==> src/rtl/sprite_hit_scheduler_pkg.sv <==
// Shared constants and types for the sprite hit scheduler slice.
// Sprite entries are packed {blX, blY, width, height}, 16 bits each.
package sprite_hit_scheduler_pkg;

    localparam int unsigned SPRITE_W          = 64;
    localparam int unsigned BLX_HI            = 63;
    localparam int unsigned BLX_LO            = 48;
    localparam int unsigned BLY_HI            = 47;
    localparam int unsigned BLY_LO            = 32;
    localparam int unsigned W_HI              = 31;
    localparam int unsigned W_LO              = 16;
    localparam int unsigned H_HI              = 15;
    localparam int unsigned H_LO              = 0;
    localparam int unsigned SCREEN_H_DEFAULT  = 480;

    typedef enum logic [1:0] {
        IDLE = 2'd0,
        SCAN = 2'd1,
        DONE = 2'd2
    } scanState_t;

endpackage

==> src/rtl/sprite_hit_scheduler_point_test.sv <==
// Combinational point-in-box test for one sprite entry.
// Converts the y-down pixel to y-up space and applies strict bounds on both axes.
module sprite_point_test
    import sprite_hit_scheduler_pkg::*;
#(
    parameter int unsigned SCREEN_H = SCREEN_H_DEFAULT
) (
    input  logic [SPRITE_W-1:0] entry,
    input  logic [15:0]         pixX,
    input  logic [15:0]         pixY,
    input  logic                enable,
    output logic                hit
);

    localparam logic [15:0] FLIP_H = 16'(SCREEN_H);

    logic [15:0] blX, blY, boxW, boxH, transY;
    logic [16:0] rightX, topY;

    always_comb begin
        blX    = entry[BLX_HI:BLX_LO];
        blY    = entry[BLY_HI:BLY_LO];
        boxW   = entry[W_HI:W_LO];
        boxH   = entry[H_HI:H_LO];
        // Wraps for pixY > SCREEN_H, which lands far above any box
        transY = FLIP_H - pixY;
        rightX = {1'b0, blX} + {1'b0, boxW};
        topY   = {1'b0, blY} + {1'b0, boxH};
        hit    = enable
              && (pixX > blX) && ({1'b0, pixX} < rightX)
              && (transY > blY) && ({1'b0, transY} < topY);
    end

endmodule

==> src/rtl/sprite_hit_scheduler.sv <==
// Scans the sprite table one entry per cycle through a single point tester,
// reporting the lowest-index enabled sprite that contains the requested pixel.
module sprite_hit_scheduler
    import sprite_hit_scheduler_pkg::*;
#(
    parameter int unsigned NUM_SPRITES = 4,
    parameter int unsigned IDX_W       = 2,
    parameter int unsigned SCREEN_H    = SCREEN_H_DEFAULT
) (
    input  logic                clock,
    input  logic                reset,
    input  logic                wr_en,
    input  logic [IDX_W-1:0]    wr_idx,
    input  logic [SPRITE_W-1:0] wr_data,
    input  logic                wr_enable,
    input  logic                req_valid,
    output logic                req_ready,
    input  logic [15:0]         req_x,
    input  logic [15:0]         req_y,
    output logic                rsp_valid,
    input  logic                rsp_ready,
    output logic                rsp_hit,
    output logic [IDX_W-1:0]    rsp_idx
);

    localparam logic [IDX_W-1:0] LAST_IDX = IDX_W'(NUM_SPRITES - 1);

    logic [SPRITE_W-1:0]    spriteTable [NUM_SPRITES];
    logic [NUM_SPRITES-1:0] spriteEn;
    scanState_t             state, stateNext;
    logic [15:0]            latchX, latchY;
    logic [IDX_W-1:0]       scanIdx;
    logic                   rspHitQ;
    logic [IDX_W-1:0]       rspIdxQ;
    logic [SPRITE_W-1:0]    curEntry;
    logic                   curEn;
    logic                   curHit;
    logic                   wrInRange;

    assign wrInRange = (32'(wr_idx) < NUM_SPRITES);

    always_ff @(posedge clock or posedge reset) begin
        if (reset) begin
            for (int unsigned i = 0; i < NUM_SPRITES; i++) begin
                spriteTable[i] <= '0;
            end
            spriteEn <= '0;
        end else if (wr_en && wrInRange) begin
            spriteTable[wr_idx] <= wr_data;
            spriteEn[wr_idx]    <= wr_enable;
        end
    end

    assign curEntry = spriteTable[scanIdx];
    assign curEn    = spriteEn[scanIdx];

    sprite_point_test #(
        .SCREEN_H (SCREEN_H)
    ) u_pointTest (
        .entry  (curEntry),
        .pixX   (latchX),
        .pixY   (latchY),
        .enable (curEn),
        .hit    (curHit)
    );

    always_ff @(posedge clock or posedge reset) begin
        if (reset) begin
            state <= IDLE;
        end else begin
            state <= stateNext;
        end
    end

    always_comb begin
        stateNext = state;
        req_ready = 1'b0;
        rsp_valid = 1'b0;
        unique case (state)
            IDLE: begin
                req_ready = 1'b1;
                if (req_valid) stateNext = SCAN;
            end
            SCAN: begin
                if (curHit || (scanIdx == LAST_IDX)) stateNext = DONE;
            end
            DONE: begin
                rsp_valid = 1'b1;
                if (rsp_ready) stateNext = IDLE;
            end
            default: stateNext = IDLE;
        endcase
    end

    always_ff @(posedge clock or posedge reset) begin
        if (reset) begin
            latchX  <= '0;
            latchY  <= '0;
            scanIdx <= '0;
            rspHitQ <= 1'b0;
            rspIdxQ <= '0;
        end else begin
            unique case (state)
                IDLE: begin
                    if (req_valid) begin
                        latchX  <= req_x;
                        latchY  <= req_y;
                        scanIdx <= '0;
                    end
                end
                SCAN: begin
                    if (curHit) begin
                        rspHitQ <= 1'b1;
                        rspIdxQ <= scanIdx;
                    end else if (scanIdx == LAST_IDX) begin
                        rspHitQ <= 1'b0;
                        rspIdxQ <= '0;
                    end else begin
                        scanIdx <= scanIdx + IDX_W'(1);
                    end
                end
                default: ;
            endcase
        end
    end

    assign rsp_hit = rspHitQ;
    assign rsp_idx = rspIdxQ;

endmodule

==> config.mk <==
export PLATFORM = sky130hd
export DESIGN_NAME = sprite_hit_scheduler
export DESIGN_NICKNAME = d
export VERILOG_FILES = /design/src/rtl/sprite_hit_scheduler_pkg.sv /design/src/rtl/sprite_hit_scheduler_point_test.sv /design/src/rtl/sprite_hit_scheduler.sv
export SDC_FILE = /design/constraint.sdc
export NUM_CORES = 1
export LEC_CHECK = 0
export ABC_CLOCK_PERIOD_IN_PS = 10700
export CORE_ASPECT_RATIO = 1.5
export CORE_MARGIN = 1.5
export CORE_UTILIZATION = 40
export DETAILED_ROUTE_END_ITERATION = 10
export DONT_BUFFER_PORTS = 1
export PLACE_DENSITY = 0.54
export RECOVER_POWER = 25
export SLEW_MARGIN = 20
export SYNTH_ARGS = -nofsm -noshare
export SYNTH_HDL_FRONTEND = slang
export SYNTH_SLANG_ARGS = --single-unit
==> constraint.sdc <==
create_clock -name clock -period 10.7 [get_ports clock]
set_input_delay 0 -clock clock [delete_from_list [all_inputs] [get_ports clock]]
set_output_delay 0 -clock clock [all_outputs]
set_load 0.02 [all_outputs]
# == Yosys cells after proc, flatten, opt, wreduce, memory -nomap -nowiden ==
# Index checks and enable logic that the tools add are counted.
# W data, S select, Z words.
# op_classes
addsub,4
n_lt_le_gt_ge,10
n_eq_ne,8
muxes,25
bitwise,2
reduce_logical,14
# op_table
op,n
$bwmux W256,1
$mux W64,3
$bmux W64 S2,1
$demux W64 S2,1
$add A16 B16 Y17,2
$lt A16 B17 Y1,2
$gt A16 B16 Y1,2
$mux W2,8
$sub A9 B16 Y16 const A,1
$ne A2 B2 Y1 const B,5
$ge A3 B3 Y1 const B,2
$logic_and A1 B1 Y1,6
$lt A2 B3 Y1 const B,2
$mux W1,6
$not A2 Y3,2
$pmux W2 S3,1
$bwmux W4,1
$eq A2 B2 Y1 const B,2
$pmux W2 S2,1
$reduce_and A2 Y1,2
$reduce_and A4 Y1,1
$reduce_bool A2 Y1,2
$lt A3 B1 Y1 const B,1
$reduce_and A3 Y1,1
7 further kinds,7
# totals
reg_bits,299
input_bits,104
output_inout_bits,5
wordCells,74

# == Logic depth before layout (Yosys ltp) ==
# Gate-level depths: netlist (run 1).
# logic_depth
ltp_word,12
depth_mapped,22
ltp_nobuf,19

# == By module ==
# From an unflattened synthesis (run 1), not the netlist that was laid out.
# unflattened
hier_cells,1134
hier_area_um2,16031.6
# modules_own_cells
mod,instances,cells_per_inst,area_per_inst_um2,seq_area_each_um2
sprite_hit_scheduler,1,731,12947.4,7482.2
sprite_point_test,1,403,3084.2,0.0

# == Worst setup path after synthesis (run 1) ==
# Ideal clock, no wire load.
# synth_path
path_kind,reg2reg
startpoint,reg scanIdx[0]
endpoint,reg scanIdx[1]
setup_ns,0.128
arrival_time_ns,4.914
required_ns,10.572
path_slack_ns,5.658
stages_incl_launch_ff,21
n_path_buf,3
synth_period_minus_slack_ns,5.042
path_cell_list,dfrtp_1 > buf_2 > buf_2 > buf_2 > mux4_2 > ha_1 > fa_1 > a211oi_2 > o21ai_1 > a41oi_2 > or2b_1 > a21oi_1 > xor2_1 > ha_1 > a211oi_1 > o21a_1 > a21oi_1 > a21oi_1 > a311o_1 > a311oi_2 > mux2_1
# synth_between
elab_chain_len,11
word_cells_on_any_way,24
cone_classes,add/sub (3); order compare (4); eq/ne (3); mux (8); bitwise (1); reduce/logical (5)
# synth_lines
element,line,source
start: declaration,sprite_hit_scheduler.sv:32,logic [IDX_W-1:0] scanIdx;
start signal: assignment,sprite_hit_scheduler.sv:119,scanIdx <= scanIdx + IDX_W'(1);
$not A2 Y3 (not written as such),sprite_hit_scheduler.sv:54,assign curEntry = spriteTable[scanIdx];
$bmux W64 S2,sprite_hit_scheduler.sv:54,
$mux W64 (not written as such) (2 in series),sprite_hit_scheduler.sv:54,
$add A16 B16 Y17 or $gt A16 B16 Y1 (tied branches),"sprite_hit_scheduler_point_test.sv:27, sprite_hit_scheduler_point_test.sv:30",
$lt A16 B17 Y1 or $logic_and A1 B1 Y1 (tied branches),sprite_hit_scheduler_point_test.sv:30,"&& (pixX > blX) && ({1'b0, pixX} < rightX)"
$logic_and A1 B1 Y1,sprite_hit_scheduler_point_test.sv:30,
$logic_and A1 B1 Y1 (2 in series),sprite_hit_scheduler_point_test.sv:31,"&& (transY > blY) && ({1'b0, transY} < topY);"
$ne A2 B2 Y1 (no line),n/a,
$reduce_and A4 Y1 (no line),n/a,
# Several ways; a longest one is shown, not always the timed one. The select of a mux whose other input is x is not followed.
# A chain may end at the register's enable or synchronous reset.

# == Worst setup path in the final report (run 1) ==
# Same ends and word-level chain as after synthesis.

==> results of run 1 <==
-- layout make-up --
| class | count | area [um2] |
|---|---|---|
| Tap cell | 500 | 625.6 |
| Antenna cell | 1 | 2.502 |
| Timing Repair Buffer | 110 | 1072 |
| Clock buffer | 49 | 968.4 |
| Sequential cell | 299 | 7487 |
| Multi-Input combinational cell | 766 | 7961 |
| Inverter | 45 | 170.2 |
| Fill cell | 3543 | 20830 |
| Clock inverter | 9 | 78.83 |
-- power by group --
group | switching [W] | total, W | internal (W)
clock | 0.000453 | 0.00111 | 0.000653
combinational | 0.00171 | 0.00330 | 0.00158
sequential | 0.000244 | 0.00164 | 0.00139
-- through the flow --
| stage | hold slack [ns] | worst slack [ns] |
|---|---|---|
| global placement | 0.005971 | 4.547 |
| finish | 0.03163 | 4.629 |
| floorplan | 0.1168 | 2.439 |
| global route | 0.02782 | 3.998 |
| detailed placement | 0.008271 | 4.515 |
| CTS | 0.01289 | 4.491 |
-- sequential cells by signal (all words and copies together), names as in the netlist --
register and count:
rsp_hit 1, state 2, latchY 16, spriteEn 4, spriteTable 256, rsp_idx 2, scanIdx 2, latchX 16
-- routing by layer --
| layer | GRT usage | part of all wire | vias to the layer above |
|---|---|---|---|
| met3 | 0.02525 | 0.027 | 54 |
| li1 | - | - | 4502 |
| met4 | 0.05488 | 0.023 | 0 |
| met2 | 0.3787 | 0.56 | 142 |
| met5 | 0 | 0 | - |
| met1 | 0.2111 | 0.39 | 4968 |
-- worst min-delay path by stage --
| stage | endpoint | slack, ns |
|---|---|---|
| after detailed placement | spriteTable[35]$_DFFE_PP0P_ | 0.008 |
| final | spriteTable[232]$_DFFE_PP0P_ | 0.03 |
| after CTS | spriteTable[197]$_DFFE_PP0P_ | 0.01 |
| after floorplan | latchX[0]$_DFFE_PP0P_ | 0.12 |
| after global placement | spriteTable[35]$_DFFE_PP0P_ | 0.006 |
| after global routing | spriteTable[200]$_DFFE_PP0P_ | 0.03 |
-- critical path, stage by stage (launching register included) --
cell and delay (ns):
sky130_fd_sc_hd__dfrtp_4 0.87, sky130_fd_sc_hd__buf_4 0.72, sky130_fd_sc_hd__mux4_2 0.63, sky130_fd_sc_hd__ha_1 0.29
sky130_fd_sc_hd__a21oi_1 0.15, sky130_fd_sc_hd__o21ai_0 0.23, sky130_fd_sc_hd__o211ai_1 0.29, sky130_fd_sc_hd__a21oi_1 0.11
sky130_fd_sc_hd__a2111oi_0 0.58, sky130_fd_sc_hd__a22oi_1 0.17, sky130_fd_sc_hd__xnor2_1 0.17, sky130_fd_sc_hd__ha_1 0.26
sky130_fd_sc_hd__nor2b_1 0.11, sky130_fd_sc_hd__o21ai_0 0.08, sky130_fd_sc_hd__a21oi_1 0.11, sky130_fd_sc_hd__a21oi_1 0.11
sky130_fd_sc_hd__a311o_1 0.37, sky130_fd_sc_hd__a311oi_2 0.32, sky130_fd_sc_hd__mux2_1 0.36
-- cell families after synthesis --
kind of cell | count (synthesis)
AOI/OAI and AO/OA | 146
xor gates and xnor gates | 37
adders and majority gates | 98
buffers and inverters | 94
DFF | 299
muxes | 355
and+or+nand+nor | 130
-- placed cells by master (no fill, tap or decap), types with 21 or more instances in the layout --
cell type	Yosys	routed
sky130_fd_sc_hd__dfrtp_1	299	297
sky130_fd_sc_hd__mux2_2	289	289
sky130_fd_sc_hd__dlygate4sd3_1	0	100
sky130_fd_sc_hd__ha_1	96	96
sky130_fd_sc_hd__mux4_2	65	65
sky130_fd_sc_hd__inv_1	45	44
sky130_fd_sc_hd__a21oi_1	43	43
sky130_fd_sc_hd__clkbuf_16	0	35
sky130_fd_sc_hd__nand2_1	33	33
sky130_fd_sc_hd__o21ai_0	26	26
sky130_fd_sc_hd__nor2_1	24	24
sky130_fd_sc_hd__xnor2_1	21	21
-- repair_timing --
| item | in CTS | in global routing |
|---|---|---|
| hold buffers | 100 | 0 |
| setup buffers | 0 | 0 |
| endpoints found under the hold margin | 386 | 0 |
| setup endpoints to repair | 0 | 0 |
==> implementation parameters, run 1 <==
Parameter                              Value

Status
  Result of the run ... complete, but fails checks
  Violated checks ... max-capacitance violations, max-slew violations

Clock tree
  Clock latency on the worst-skew pair ... 0.53 ns
  Number of gates resized after CTS ... 0
  Clock root buffer ... sky130_fd_sc_hd__clkbuf_16
  Cts bufs inserted ... 34
  H-tree lvl count ... 2
  Total clock sinks ... 299
  CTS tree ... done
  Clock-pin slew of the registers on the worst-case setup and hold paths ... 0.06 ns
  Clock tree buffer depth ... 3

Die
  FP Rows ... 89
  Die extent in y ... 246.4 um
  Die Footprint ... 0.04074 mm2
  Starting density of the core ... 0.4032
  Ports ... 109
  DIE WIDTH ... 165.3 um
  Core area ... 0.03920 mm2

Synthesis
  Mux cell area share after synthesis ... 0.2993
  Number of different library cells in the post-synthesis netlist ... 63
  Area fraction in compound gates after synthesis ... 0.06247
  Sequential area share after synthesis ... 0.4734
  Adder-cell share of the synthesized area ... 0.07854
  Combinational family with the most area after synthesis ... multiplexers
  Post-synth design cell area ... 0.01580 mm2
  Most used flip-flop cell after synthesis ... sky130_fd_sc_hd__dfrtp_1
  Cells taking the most area after synthesis ... sky130_fd_sc_hd__dfrtp_1 47%, sky130_fd_sc_hd__mux2_2 21%, sky130_fd_sc_hd__mux4_2 9.3%
  Share of flip-flops with an asynchronous set or reset ... 1.000
  Cell count after synthesis ... 1,159
  Synth cell count leaders ... 299 x sky130_fd_sc_hd__dfrtp_1, 289 x sky130_fd_sc_hd__mux2_2, 96 x sky130_fd_sc_hd__ha_1
  Number of enable-type register cells in the synthesized netlist ... 0
  Post-synthesis area per instance ... 13.64 um2
  Total of flip-flops plus latches after synthesis ... 299
  Cell with the most instances after synthesis ... sky130_fd_sc_hd__dfrtp_1
  Syn_nets ... 1,361
  Number of synthesis warnings ... 0
  Simple-gate portion of the synthesized area ... 0.04259
  Xor and xnor fraction of the mapped netlist area ... 0.02051
  Cell type contributing the most total cell area after synthesis ... sky130_fd_sc_hd__dfrtp_1
  Top-area cell type share of the netlist area ... 0.4734

Worst setup path
  Worst EP required ... 11.09 ns
  Length in cells of the worst reg-to-reg path ... 18
  Worst r2r dst ... scanIdx[1]$_DFFE_PP0P_
  Arrival time reported for the critical path endpoint ... 6.46 ns
  Critical register-to-register path startpoint ... scanIdx[0]$_DFFE_PP0P_
  Element type at the critical path end ... flop
  Worst setup path endpoint ... scanIdx[1]$_DFFE_PP0P_
  Crit path launch ... scanIdx[0]$_DFFE_PP0P_
  Slack of the worst reg-to-reg path ... 4.63 ns
  Start-to-end type of the worst setup path ... flop to flop
  Critical-path maximum fanout ... 36
  Category of the worst setup path launch point ... flop

Timing
  Fraction of the cycle the final worst path needs ... 0.5674
  RSZ-0062 raised after global routing ... false
  Setup TNS ... 0 ns
  Final hold violations ... 0
  Slew at the pin closest to its max-slew limit ... 4.525 ns
  Worst-case clock skew ... 0.01834 ns
  Final critical-path required period ... 6.071 ns
  Worst relative slew slack ... -2.017
  Slew Limit Fails ... 161
  Final setup violation count ... 0
  Highest attainable clock frequency ... 164.7 MHz

Detailed routing
  Vias per inst ... 5.433
  Remaining routing DRC violations ... 0
  TritonRoute pass-1 iters ... 5
  Wire length after detailed routing ... 37,650 um
  Drt first-iter violations ... 378
  Antenna Violating Nets Remaining ... 0
  Vias ... 9,666
  Wire length per cell ... 21.16 um

Power and ir drop
  Maximum vdd drop ... 0.0001909 V
  PnR Total Power ... 0.006041 W
  Total leakage power ... 7.791 nW
  Pwr/cell area ... 328.9 mW/mm2

Hold path
  Hold Crit Start ... wr_idx[0]
  Cells on Worst Hold Path ... 3
  Tightest Hold Check Type ... primary input to flop

Place
  I/O Buffers ... 0
  Placed inst area ... 0.01634 mm2
  Final estimated routing congestion in global placement ... 0.8223
  Detail Placement HPWL ... 26,100 um
  Placed Instances ... 1,620

Global routing
  Residual overflow from global routing ... 0
  Pin count of the biggest net entering global routing ... 95
  Global-route wire length before repair ... 59,670 um
  Via count of the first global-routing pass ... 10,760
  Antenna violations before repair ... 2
  Overall fraction of global-route tracks in use ... 0.1929

Layout
  Area of all placed cells without fillers ... 0.01837 mm2
  Final net count ... 1,458
  Util after Layout ... 0.4686
  Post-layout instance count excluding filler cells ... 1,779
  Share of layout cells above drive strength 1 ... 0.3333
  Layout Area Growth over Synthesis ... 16.21%

Job
  Max cap viols ... 2
Power figures use the tool's default switching activity.
==> run 2: changes to the inputs <==
--- a/config.mk
+++ b/config.mk
@@ -5,7 +5,7 @@
 export SDC_FILE = /design/constraint.sdc
 export NUM_CORES = 1
 export LEC_CHECK = 0
-export ABC_CLOCK_PERIOD_IN_PS = 10700
+export ABC_CLOCK_PERIOD_IN_PS = 5700
 export CORE_ASPECT_RATIO = 1.5
 export CORE_MARGIN = 1.5
 export CORE_UTILIZATION = 40
==> constraint.sdc (replaced) <==
create_clock -name clock -period 5.7 [get_ports clock]
set_input_delay 0 -clock clock [delete_from_list [all_inputs] [get_ports clock]]
set_output_delay 0 -clock clock [all_outputs]
set_load 0.02 [all_outputs]
==> run 2 against run 1 <==
Net effect: the flow still finishes with violations (max-capacitance violations, max-slew violations); die area unchanged; critical path type unchanged; core utilization up 0.49 points; highest routed layer unchanged; clock-buffer cell count fell by 3; non-clock buffer count increased by 12; maximum frequency grew 17%; global-route usage about the same; first-iteration DRC count fell by 13%; via count rose by 1.1%; worst setup slack worse by 4.1 ns.
==> implementation parameters, run 2 (same netlist as run 1, synthesis figures left out) <==
Parameter                              Value

Layout
  Final net count ... 1,470
  Largest register FFs ... 256
  Area of all placed cells without fillers ... 0.01856 mm2
  Footprint of the flip-flops and latches ... 0.007487 mm2
  Layout Area Growth over Synthesis ... 17.43%
  Biggest registers after layout ... spriteTable x256, latchX x16, latchY x16
  Filler cells ... 3,526
  Largest register by flop count ... spriteTable
  Multi-input logic area ... 0.007961 mm2
  Most used cells in the layout excluding fill and tap cells ... 297 x sky130_fd_sc_hd__dfrtp_1, 289 x sky130_fd_sc_hd__mux2_2, 102 x sky130_fd_sc_hd__dlygate4sd3_1
  Most frequent standard cell in the layout excluding fill and tap cells ... sky130_fd_sc_hd__dfrtp_1
  Share of layout cells above drive strength 1 ... 0.3429
  Ant. Diodes ... 0
  Util after Layout ... 0.4735

Detailed routing
  Length of routed wiring on met1 ... 14,830 um
  Antenna Violating Nets Remaining ... 0
  Wire length per cell ... 21.39 um
  Vias per inst ... 5.455
  Highest routed metal layer ... met4
  WL met3 ... 1103 um
  TritonRoute pass-1 iters ... 4
  Total length of routed met2 wires ... 21,310 um
  Drt first-iter violations ... 329
  Wire length after detailed routing ... 38,340 um
  Vias ... 9,776
  Remaining routing DRC violations ... 0

Die
  Starting density of the core ... 0.4032
  Ports ... 109
  Die extent in y ... 246.4 um
  Core area ... 0.03920 mm2
  Die Footprint ... 0.04074 mm2
  FP Rows ... 89
  DIE WIDTH ... 165.3 um

Timing
  Final hold violations ... 0
  Worst hold slack ... 0.1284 ns
  Slew at the pin closest to its max-slew limit ... 4.790 ns
  Crit path setup slack, layout ... 0.4987 ns
  Setup TNS ... 0 ns
  Final critical-path required period ... 5.201 ns
  Slew Limit Fails ... 233
  Highest attainable clock frequency ... 192.3 MHz
  Worst relative slew slack ... -2.193
  RSZ-0062 raised after global routing ... false
  Fraction of the cycle the final worst path needs ... 0.9125
  Worst-case clock skew ... 0.01453 ns
  Final setup violation count ... 0

Worst setup path
  Element type at the critical path end ... flop
  Arrival time reported for the critical path endpoint ... 5.60 ns
  Worst EP required ... 6.10 ns
  Start-to-end type of the worst setup path ... flop to flop
  Category of the worst setup path launch point ... flop
  Critical-path maximum fanout ... 26
  Slack of the worst reg-to-reg path ... 0.50 ns

Job
  Max cap viols ... 3

Clock tree
  Clock latency on the worst-skew pair ... 0.53 ns
  Clock root buffer ... sky130_fd_sc_hd__clkbuf_16
  Total clock sinks ... 299
  Clock-pin slew of the registers on the worst-case setup and hold paths ... 0.06 ns
  CTS tree ... done
  H-tree lvl count ... 2
  Clock tree buffer depth ... 3
  Cts bufs inserted ... 34
  Number of gates resized after CTS ... 0

Global routing
  Via count of the first global-routing pass ... 10,630
  Residual overflow from global routing ... 0
  Antenna violations before repair ... 0
  Global-route wire length before repair ... 59,460 um
  Pin count of the biggest net entering global routing ... 124
  Overall fraction of global-route tracks in use ... 0.1932

Status
  Result of the run ... complete, but fails checks
  Violated checks ... max-capacitance violations, max-slew violations

Place
  DP Worst Slack ... 0.3550 ns
  Placed inst area ... 0.01643 mm2
  I/O Buffers ... 0
  Final estimated routing congestion in global placement ... 0.8478
  Detail Placement HPWL ... 26,840 um

Power and ir drop
  Pwr/cell area ... 623.9 mW/mm2
  Maximum vdd drop ... 0.0004103 V
  Total leakage power ... 7.908 nW

Hold path
  Tightest Hold Check Type ... primary input to asynchronous set/reset pin
[run 2: cell types whose count changed in the layout (fill, tap and decap cells not counted), sizes merged]
cell and change:
bufinv +1, buf +8, clkinvlp -2, clkbuf -1, clkinv +3, diode -1
dlygate4sd3 +2, inv +3
[run 2: final cells by class]
type / count / area share
sequential: 299 / 0.4034
timing repair buffer: 122 / 0.06391
clock buffer: 46 / 0.05259
multi-input combinational: 766 / 0.4290
clock inverter: 14 / 0.008225
tap: 500 / 0.03371
inverter: 45 / 0.009169
[run 2: power breakdown]
group          leakage, nW  total (W)  switching (W)  internal (W)
Clock                0.564    0.00219       0.000888       0.00130
Combinational         3.81    0.00634        0.00329       0.00305
Sequential            3.53    0.00305       0.000432       0.00261
Total                 7.91     0.0116        0.00461       0.00697
[run 2: path summary, 6_finish.rpt]
check,startpoint,depth (start not counted),to
worst min register to register,spriteTable[89]$_DFFE_PP0P_,1,spriteTable[89]$_DFFE_PP0P_
max in group asynchronous,reset,3,scanIdx[0]$_DFFE_PP0P_
worst min-delay path,reset,2,spriteTable[35]$_DFFE_PP0P_
worst max register to register,scanIdx[1]$_DFFE_PP0P_,18,scanIdx[1]$_DFFE_PP0P_
min in group clock,req_y[1],3,latchY[1]$_DFFE_PP0P_
worst max-delay path,scanIdx[1]$_DFFE_PP0P_,18,scanIdx[1]$_DFFE_PP0P_
[run 2: routing by layer]
metal,global-route usage,vias to the layer above
met1,0.2148,5041
met4,0.06303,0
met5,0,-
met3,0.02828,57
met2,0.3692,151
li1,-,4527
[run 2: through the flow]
stage               cells  power [W]
finish               1792    0.01158
global route         1792    0.01260
CTS                  1791    0.01172
detailed placement   1629   0.009360
global placement     1629   0.009292
floorplan            1159   0.007771
[run 2: critical path: stages (launching register included)]
cell	delay, ns
sky130_fd_sc_hd__dfrtp_2	0.84
sky130_fd_sc_hd__buf_4	0.30
sky130_fd_sc_hd__mux4_2	0.36
sky130_fd_sc_hd__ha_1	0.24
sky130_fd_sc_hd__inv_1	0.07
sky130_fd_sc_hd__fa_1	0.19
sky130_fd_sc_hd__nor2b_1	0.06
sky130_fd_sc_hd__o31a_1	0.29
sky130_fd_sc_hd__o21ai_0	0.32
sky130_fd_sc_hd__o21ai_0	0.21
sky130_fd_sc_hd__xnor2_1	0.16
sky130_fd_sc_hd__ha_1	0.29
sky130_fd_sc_hd__a21oi_1	0.15
sky130_fd_sc_hd__o21ai_0	0.12
sky130_fd_sc_hd__a2111oi_0	0.39
sky130_fd_sc_hd__a21oi_1	0.19
sky130_fd_sc_hd__o41ai_2	0.35
sky130_fd_sc_hd__a311oi_2	0.18
sky130_fd_sc_hd__mux2_1	0.34
[run 2: repair_timing]
action                     4_1_cts  5_1_grt
setup endpoints to repair        0        3
hold buffers                   102        0
hold endpoints to repair       371        0
setup buffers                    0        1
==> run 3: changes to the inputs <==
==> constraint.sdc (replaced) <==
create_clock -name clock -period 5.7 [get_ports clock]
set_input_delay 0 -clock clock [delete_from_list [all_inputs] [get_ports clock]]
set_output_delay 0 -clock clock [all_outputs]
set_load 0.005 [all_outputs]
==> run 3 against run 2 <==
Net effect: the flow still finishes with violations (max-capacitance violations, max-slew violations); flip-flop and latch count unchanged; combinational power is essentially flat; clock power fell by 11%; non-clock buffer count up 4.
==> implementation parameters, run 3 (same netlist as run 1, synthesis figures left out) <==
Parameter                              Value

Status
  Result of the run ... complete, but fails checks
  Violated checks ... max-capacitance violations, max-slew violations

Clock tree
  Cts bufs inserted ... 31
  CTS tree ... done
  Clock root buffer ... sky130_fd_sc_hd__clkbuf_16
  H-tree lvl count ... 1
  Clock latency on the worst-skew pair ... 0.59 ns
  Number of gates resized after CTS ... 0
  Total clock sinks ... 299
  Clock tree buffer depth ... 3
  Clock-pin slew of the registers on the worst-case setup and hold paths ... 0.06 ns

Hold path
  Cells on Worst Hold Path ... 3
  Tightest Hold Check Type ... primary input to flop

Place
  Placed inst area ... 0.01643 mm2
  Detail Placement HPWL ... 27,020 um
  Final estimated routing congestion in global placement ... 0.8511
  I/O Buffers ... 0
  Placed Instances ... 1,630

Layout
  Util after Layout ... 0.4700
  Layout Area Growth over Synthesis ... 16.58%
  Largest register FFs ... 256
  Most frequent standard cell in the layout excluding fill and tap cells ... sky130_fd_sc_hd__dfrtp_1
  Post-layout instance count excluding filler cells ... 1,790
  Share of layout cells above drive strength 1 ... 0.3349
  Area of all placed cells without fillers ... 0.01842 mm2
  Ant. Diodes ... 0
  Largest register by flop count ... spriteTable
  Final net count ... 1,471
  Biggest registers after layout ... spriteTable x256, latchX x16, latchY x16
  Most used cells in the layout excluding fill and tap cells ... 297 x sky130_fd_sc_hd__dfrtp_1, 289 x sky130_fd_sc_hd__mux2_2, 103 x sky130_fd_sc_hd__dlygate4sd3_1
  Filler cells ... 3,545

Timing
  Slew Limit Fails ... 234
  Final hold violations ... 0
  Highest attainable clock frequency ... 192.6 MHz
  Worst relative slew slack ... -1.105
  Setup TNS ... 0 ns
  RSZ-0062 raised after global routing ... false
  Worst-case clock skew ... 0.02840 ns
  Fraction of the cycle the final worst path needs ... 0.9108
  Slew at the pin closest to its max-slew limit ... 3.158 ns
  Final critical-path required period ... 5.192 ns
  Final setup violation count ... 0

Power and ir drop
  Total leakage power ... 7.827 nW
  Maximum vdd drop ... 0.0004799 V
  PnR Total Power ... 0.01133 W
  Pwr/cell area ... 614.7 mW/mm2

Detailed routing
  Antenna Violating Nets Remaining ... 0
  Remaining routing DRC violations ... 0
  TritonRoute pass-1 iters ... 4
  Wire length per cell ... 21.39 um
  Vias per inst ... 5.448
  Wire length after detailed routing ... 38,290 um
  Drt first-iter violations ... 347
  Vias ... 9,752

Worst setup path
  Critical-path maximum fanout ... 26
  Cell chain of the critical path ... buf_4 -> mux4_2 -> ha_1 -> nor2b_1 -> o31a_1 -> o21ai_0 -> nand2b_1 -> a21oi_1 -> o21ai_0 -> xnor2_1 -> ha_1 -> a21oi_1 -> o21ai_0 -> a2111oi_0 -> a21oi_1 -> o41ai_2 -> a311oi_2 -> mux2_1
  Worst stage delay on the critical path ... 0.85 ns
  Count of buffering cells on the critical path with inverters included ... 1
  Count of cell instances traversed by the critical path ... 18
  Element type at the critical path end ... flop
  Kind of cell adding the most delay to the critical path ... compound AO/OA/AOI/OAI gates
  Length in cells of the worst reg-to-reg path ... 18
  Start-to-end type of the worst setup path ... flop to flop
  Cell at the slowest stage of the critical path ... sky130_fd_sc_hd__dfrtp_2
  Category of the worst setup path launch point ... flop
  Arrival time reported for the critical path endpoint ... 5.64 ns
  Worst EP required ... 6.15 ns

Global routing
  Residual overflow from global routing ... 0
  Global-route wire length before repair ... 60,700 um
  Via count of the first global-routing pass ... 10,660
  Antenna violations before repair ... 0
  Overall fraction of global-route tracks in use ... 0.1958
  Pin count of the biggest net entering global routing ... 126

Die
  Core area ... 0.03920 mm2
  FP Rows ... 89
  Starting density of the core ... 0.4032
  Die Footprint ... 0.04074 mm2
  Die extent in y ... 246.4 um
  DIE WIDTH ... 165.3 um
  Ports ... 109

Job
  Max cap viols ... 4
[run 3: changes by cell type in the layout (fill, tap and decap cells not counted), sizes merged]
cell	delta
inv	-1
clkinvlp	+1
buf	+1
dlygate4sd3	+1
bufinv	-2
clkbuf	+4
clkinv	-6
[run 3: worst paths after layout]
kind	from	endpoint	slack, ns
setup reg to reg	scanIdx[1]$_DFFE_PP0P_	scanIdx[1]$_DFFE_PP0P_	0.51
min in group asynchronous	reset	spriteTable[100]$_DFFE_PP0P_	0.25
max in group asynchronous	reset	scanIdx[0]$_DFFE_PP0P_	2.18
setup / recovery	scanIdx[1]$_DFFE_PP0P_	scanIdx[1]$_DFFE_PP0P_	0.51
hold / removal	req_y[1]	latchY[1]$_DFFE_PP0P_	0.09
hold reg to reg	spriteTable[114]$_DFFE_PP0P_	spriteTable[114]$_DFFE_PP0P_	0.50
[run 3: area by class of cell]
| type | count | area [um2] | share of cell area |
|---|---|---|---|
| Clock inverter | 6 | 58.81 | 0.003192 |
| Inverter | 45 | 170.2 | 0.009236 |
| Tap cell | 500 | 625.6 | 0.03396 |
| Timing Repair Buffer | 126 | 1211 | 0.06574 |
| Multi-Input combinational cell | 766 | 7961 | 0.4321 |
| Clock buffer | 48 | 909.6 | 0.04937 |
| Sequential cell | 299 | 7487 | 0.4064 |
[run 3: worst reg2reg max path, stage by stage (launching register included)]
cell and delay (ns):
sky130_fd_sc_hd__dfrtp_2 0.85, sky130_fd_sc_hd__buf_4 0.40, sky130_fd_sc_hd__mux4_2 0.35, sky130_fd_sc_hd__ha_1 0.33, sky130_fd_sc_hd__nor2b_1 0.16, sky130_fd_sc_hd__o31a_1 0.29, sky130_fd_sc_hd__o21ai_0 0.16, sky130_fd_sc_hd__nand2b_1 0.10
sky130_fd_sc_hd__a21oi_1 0.17, sky130_fd_sc_hd__o21ai_0 0.13, sky130_fd_sc_hd__xnor2_1 0.15, sky130_fd_sc_hd__ha_1 0.29, sky130_fd_sc_hd__a21oi_1 0.12, sky130_fd_sc_hd__o21ai_0 0.12, sky130_fd_sc_hd__a2111oi_0 0.39, sky130_fd_sc_hd__a21oi_1 0.19
sky130_fd_sc_hd__o41ai_2 0.35, sky130_fd_sc_hd__a311oi_2 0.18, sky130_fd_sc_hd__mux2_1 0.34
[run 3: where the power goes]
group / internal [W] / total [W] / switching (W)
sequential: 0.00261 / 0.00304 / 0.000423
clock: 0.00110 / 0.00195 / 0.000849
combinational: 0.00305 / 0.00634 / 0.00330
total: 0.00676 / 0.0113 / 0.00457
[run 3: per-layer routing]
layer / vias to the layer above / wire length, um / GRT usage
met1: 5037 / 15020 / 0.2209
met3: 53 / 980 / 0.02189
met4: 0 / 1039 / 0.06224
met2: 128 / 21250 / 0.3764
li1: 4534 / - / -
met5: - / 0 / 0
[run 3: what timing repair did]
item                                    in CTS  in global routing
hold buffers                               104                  0
endpoints found under the setup margin       0                  3
setup buffers                                0                  1
endpoints found under the hold margin      479                  0
[run 3: metrics by stage]
step | hold slack (ns) | setup slack, ns
global route | 0.07712 | 0.05316
global placement | -0.03643 | 0.4265
CTS | 0.04778 | 0.3041
floorplan | 0.1168 | 0.6583
finish | 0.08743 | 0.5083
detailed placement | -0.04048 | 0.3425
